[src/rtl/display_scan_controller.sv]
// display_scan_controller: four-digit 7-segment scan sequencer with per-digit dimming.
// Define SCAN_BLANKING_EN to add a BLANK_CYCLES anti-ghosting gap after each digit.
module display_scan_controller #(
    parameter int unsigned PRESCALE     = 8,
    parameter int unsigned BLANK_CYCLES = 3
) (
    input  logic       clk_in,
    input  logic       reset_n_in,
    input  logic       enable_in,
    input  logic [1:0] dim_in,
    output logic [1:0] address,
    output logic [3:0] digit_enable_out,
    output logic       frame_start_out,
    output logic       busy_out
);

    if (PRESCALE < 4 || PRESCALE > 65535 ||
        BLANK_CYCLES < 1 || BLANK_CYCLES > 255) begin : g_bad_cfg
        $error("display_scan_controller: illegal PRESCALE/BLANK_CYCLES");
    end

    localparam logic [15:0] PRE16     = 16'(PRESCALE);
    localparam logic [15:0] SHOW_LAST = 16'(PRESCALE - 1);
`ifdef SCAN_BLANKING_EN
    localparam logic [15:0] BLANK_LAST = 16'(BLANK_CYCLES - 1);
`endif

    typedef enum logic [1:0] {
        S_IDLE   = 2'd0,
        S_SETTLE = 2'd1,
`ifdef SCAN_BLANKING_EN
        S_SHOW   = 2'd2,
        S_BLANK  = 2'd3
`else
        S_SHOW   = 2'd2
`endif
    } state_t;

    state_t      state;
    logic [15:0] cnt;
    logic [15:0] on_q;
    logic [15:0] on_shift;
    logic [15:0] on_next;
    logic [3:0]  digit_onehot;

    // A shift that empties the on-time still lights the digit for one cycle.
    always_comb begin
        on_shift     = PRE16 >> dim_in;
        on_next      = (on_shift == 16'd0) ? 16'd1 : on_shift;
        digit_onehot = 4'b0001 << address;
    end

    always_ff @(posedge clk_in or negedge reset_n_in) begin
        if (!reset_n_in) begin
            state            <= S_IDLE;
            cnt              <= 16'd0;
            on_q             <= 16'd0;
            address          <= 2'd0;
            digit_enable_out <= 4'd0;
            frame_start_out  <= 1'b0;
            busy_out         <= 1'b0;
        end else if (!enable_in) begin
            state            <= S_IDLE;
            cnt              <= 16'd0;
            on_q             <= 16'd0;
            address          <= 2'd0;
            digit_enable_out <= 4'd0;
            frame_start_out  <= 1'b0;
            busy_out         <= 1'b0;
        end else begin
            frame_start_out <= 1'b0;
            unique case (state)
                S_IDLE: begin
                    state            <= S_SETTLE;
                    cnt              <= 16'd0;
                    address          <= 2'd0;
                    digit_enable_out <= 4'd0;
                    busy_out         <= 1'b1;
                end
                S_SETTLE: begin
                    if (cnt == 16'd1) begin
                        state            <= S_SHOW;
                        cnt              <= 16'd0;
                        on_q             <= on_next;
                        digit_enable_out <= digit_onehot;
                        frame_start_out  <= (address == 2'd0);
                    end else begin
                        cnt <= cnt + 16'd1;
                    end
                end
                S_SHOW: begin
                    if (cnt == SHOW_LAST) begin
                        cnt              <= 16'd0;
                        digit_enable_out <= 4'd0;
`ifdef SCAN_BLANKING_EN
                        state            <= S_BLANK;
`else
                        state            <= S_SETTLE;
                        address          <= address + 2'd1;
`endif
                    end else begin
                        cnt              <= cnt + 16'd1;
                        digit_enable_out <= ((cnt + 16'd1) < on_q) ?
                                            digit_onehot : 4'd0;
                    end
                end
`ifdef SCAN_BLANKING_EN
                S_BLANK: begin
                    if (cnt == BLANK_LAST) begin
                        state   <= S_SETTLE;
                        cnt     <= 16'd0;
                        address <= address + 2'd1;
                    end else begin
                        cnt <= cnt + 16'd1;
                    end
                end
`endif
                default: begin
                    state <= S_IDLE;
                end
            endcase
        end
    end

endmodule
[config.mk]
export PLATFORM = sky130hd
export DESIGN_NAME = display_scan_controller
export DESIGN_NICKNAME = d
export VERILOG_FILES = /design/src/rtl/display_scan_controller.sv
export SDC_FILE = /design/constraint.sdc
export NUM_CORES = 1
export LEC_CHECK = 0
export BUFFER_PORTS_ARGS = -buffer_cell sky130_fd_sc_hd__buf_2
export CAP_MARGIN = 5
export CORE_UTILIZATION = 30
export CTS_CLUSTER_DIAMETER = 80
export DETAILED_ROUTE_END_ITERATION = 8
export PLACE_DENSITY = 0.56
export SLEW_MARGIN = 20
export SYNTH_ARGS = -nofsm -noshare
export SYNTH_HDL_FRONTEND = slang
export SYNTH_SLANG_ARGS = --single-unit
[constraint.sdc]
create_clock -name clk_in -period 5.5 [get_ports clk_in]
set_clock_uncertainty 0.15 [all_clocks]
set_input_delay 1.1 -clock clk_in [delete_from_list [all_inputs] [get_ports clk_in]]
set_output_delay 1.1 -clock clk_in [all_outputs]
set_load 0.02 [all_outputs]
==> results by group <==
Logic synthesis
  – Count of synthesis-stage warnings from yosys: 0
  – Part of the Yosys area used for sequential elements: 0.3681
  – Total standard cell area after synthesis: 2039 sq um
  – Post-synthesis net count: 244
  – Primary FF master, synth: sky130_fd_sc_hd__dfrtp_1
  – Async set or reset register ratio after synthesis: 1.000
  – Average instance area after synthesis: 9.024 sq um
  – Number of instances in the synthesized netlist: 226
  – Count of distinct cell types in the synthesized netlist: 53
  – Number of flops mapped to enable cells by yosys: 0
  – Number of synthesized register bits: 30

Route
  – Remaining DRCs: 0
  – 1st-pass router iterations: 4
  – Average vias per placed instance: 5.369
  – Final wirelength: 4.391 mm
  – Number of vias after detailed routing: 1659
  – Detailed router's first-iteration violation count: 138
  – Wire per inst: 14.21 um
  – Number of nets with antenna violations after detailed routing: 0

Power and ir drop
  – Static leakage: 0.0009031 uW
  – Power per cell area: 278.6 nW/um^2
  – Worst ir drop on vdd: 0.0001889 V

Clock network
  – Worst skew pair latency: 280 ps
  – Setup repair bufs after CTS: 0
  – H-tree lvl count: 2
  – Clock tree from TritonCTS: done
  – Max clock buf depth: 2
  – Number of clock buffers inserted by TritonCTS: 5
  – Hold buffer count at CTS: 0
  – Buffer type at the clock tree root: sky130_fd_sc_hd__clkbuf_8
  – Clock tree sinks: 30
  – Post-CTS clock slew at the launch and capture registers of the worst setup and hold paths: 60 ps
  – Cells resized by post-CTS repair: 0

Critical path
  – Crit path required time: 5530 ps
  – Type of destination of the critical path: flip-flop
  – Kind of start point of the critical path: flip-flop
  – Largest driver fanout on the critical path: 8
  – Arr. time, crit path: 2510 ps
  – Worst setup path class: flip-flop to flip-flop

Global routing
  – Global-route wire length before repair: 7.514 mm
  – Number of antenna violations at the first check in global routing: 0
  – Global-route total usage across every layer: 0.1337
  – Pin count of the biggest net entering global routing: 31
  – Via count of the first global-routing pass: 1500
  – GR Overflow Total: 0

Placed design
  – Quantity of I/O buffers inserted on ports: 12
  – Routability cong.: 0.7644
  – Post-detail-place hpwl: 3.107 mm
  – Total placed instance area: 2122 sq um

Floorplanning
  – Number of core rows: 29
  – Die height: 84.45 um
  – Number of top-level pins: 13
  – Die Outline Area: 7132 sq um
  – Initial standard-cell utilization of the core: 0.3158
  – Core ar.: 6459 sq um
  – Die X: 84.45 um

Finish
  – Share of final-layout standard cells stronger than drive strength 1: 0.1250
  – Signed area change from the synthesized netlist to the final layout: 8.527%
  – Most common library cell in the layout ignoring fill and taps: sky130_fd_sc_hd__dfrtp_1
  – FF+latch area: 750.7 sq um
  – Nets@finish: 249
  – Number of antenna repair diodes: 0
  – Top library cells by usage in the layout, fill and taps aside: sky130_fd_sc_hd__dfrtp_1, sky130_fd_sc_hd__inv_1, sky130_fd_sc_hd__nand2_1
  – # fillers: 682
  – Area of the multi-input gates: 1140 sq um
  – Final design instance area without fill: 2213 sq um

Timing
  – Setup repair after global routing missed its margin: no
  – FMAX: 402.4 MHz
  – Number of failing setup endpoints in the final timing report: 0
  – Final clock period utilization by the worst path: 0.4518
  – Number of pins exceeding their max-slew limit in the final report: 0
  – Final hold vios: 0
  – Relative slew slack: 0.4970
  – Post-layout min period: 2485 ps
  – Post-route setup TNS: 0 ps
  – Pin slew with the least headroom to its limit: 742.8 ps

Worst hold path
  – Hold crit path type: flip-flop to flip-flop

Outcome
  – Status: finished clean

Run
  – Number of violations of the max-capacitance limit: 0
## state kept, by name, indices dropped and copies added (netlist names)
register / flops
on_q: 4
cnt: 16
address: 2
digit_enable_out: 4
busy_out: 1
frame_start_out: 1
state: 2
## report_power, final
| part | switching, uW | internal, uW |
|---|---|---|
| Sequential | 11.3 | 232 |
| Combinational | 120 | 65.7 |
| Clock | 85.9 | 101 |
| Total | 218 | 399 |
## worst paths after layout
kind	start	to	slack, ps	cells past startpoint
setup / recovery	cnt[0]	cnt[9]	3010	7
hold / removal	busy_out	busy_out	340	1
setup reg to reg	cnt[0]	cnt[9]	3010	7
hold reg to reg	busy_out	busy_out	340	1
max in group asynchronous	reset_n_in	cnt[12]	4080	1
min in group asynchronous	reset_n_in	address[1]	690	1
## layer usage
metal  routed length, um  global-route usage  vias up
met5                   0                   0        -
met4                  62             0.04622        0
met3                 213             0.02950        8
met2                1967              0.2064       37
met1                2147              0.1853      783
li1                    -                   -      831
## cells by family after synthesis
kind of cell    after synthesis  share of synthesized area
fa+ha+maj                    13                    0.07976
buf+inv                      34                    0.07300
mux                           1                   0.004908
xor+xnor                      6                    0.02577
simple gates                 87                     0.2675
flops                        30                     0.3681
compound gates               55                     0.1810
## final cells by class
class | count | share of cell area
clock buffers | 7 | 0.03901
clock inverters | 1 | 0.002261
flip-flops and latches | 30 | 0.3392
multi-input cells | 162 | 0.5150
well taps | 77 | 0.04353
repair buffers | 12 | 0.02713
inverters | 20 | 0.03392
## metrics by stage
step	total power, uW	hold slack, ps	setup slack (ps)	instances	util
after global placement	434.3	316.1	2810	301	0.3286
after global routing	657.2	375.8	2846	309	0.3427
final	616.6	336.2	3015	309	0.3427
after CTS	626.1	342.7	2999	309	0.3427
after detailed placement	434.2	317.0	2735	301	0.3286
after floorplan	391.0	355.2	3221	226	-
## cell usage after synthesis (2+ instances only)
library cell | n | area share
sky130_fd_sc_hd__and4_1 | 3 | 0.013
sky130_fd_sc_hd__o21ai_1 | 3 | 0.0074
sky130_fd_sc_hd__inv_1 | 20 | 0.037
sky130_fd_sc_hd__nor4_4 | 2 | 0.021
sky130_fd_sc_hd__dfrtp_1 | 30 | 0.37
sky130_fd_sc_hd__a21oi_1 | 14 | 0.034
sky130_fd_sc_hd__a211oi_1 | 2 | 0.0074
sky130_fd_sc_hd__and2_1 | 5 | 0.015
sky130_fd_sc_hd__nand4_1 | 9 | 0.028
sky130_fd_sc_hd__nor3_2 | 2 | 0.0098
sky130_fd_sc_hd__nor2_1 | 8 | 0.015
sky130_fd_sc_hd__a21o_1 | 2 | 0.0074
sky130_fd_sc_hd__a21boi_0 | 2 | 0.0074
sky130_fd_sc_hd__a22o_1 | 2 | 0.0086
sky130_fd_sc_hd__and3_1 | 5 | 0.015
sky130_fd_sc_hd__nor4bb_1 | 2 | 0.0098
sky130_fd_sc_hd__o21ai_0 | 8 | 0.020
sky130_fd_sc_hd__buf_2 | 7 | 0.017
sky130_fd_sc_hd__a31oi_1 | 6 | 0.018
sky130_fd_sc_hd__or3_1 | 3 | 0.0092
sky130_fd_sc_hd__nor3_1 | 8 | 0.020
sky130_fd_sc_hd__nor2b_1 | 4 | 0.012
sky130_fd_sc_hd__nand3_1 | 6 | 0.015
sky130_fd_sc_hd__xnor2_1 | 4 | 0.017
sky130_fd_sc_hd__clkbuf_1 | 3 | 0.0055
sky130_fd_sc_hd__o21a_1 | 3 | 0.011
sky130_fd_sc_hd__nand2_1 | 17 | 0.031
sky130_fd_sc_hd__xor2_1 | 2 | 0.0086
sky130_fd_sc_hd__nor4_1 | 3 | 0.0092
sky130_fd_sc_hd__ha_1 | 13 | 0.080
sky130_fd_sc_hd__nor3b_2 | 2 | 0.012
sky130_fd_sc_hd__o22ai_1 | 5 | 0.015
## critical path, cell delays in order, from the launching register on
cell	delay, ps
sky130_fd_sc_hd__dfrtp_1	470
sky130_fd_sc_hd__ha_1	260
sky130_fd_sc_hd__nor4bb_1	280
sky130_fd_sc_hd__nand4_1	260
sky130_fd_sc_hd__a22oi_4	300
sky130_fd_sc_hd__or2_1	360
sky130_fd_sc_hd__o21ai_1	120
sky130_fd_sc_hd__a21o_1	180
(Power assumes the default switching activity.)
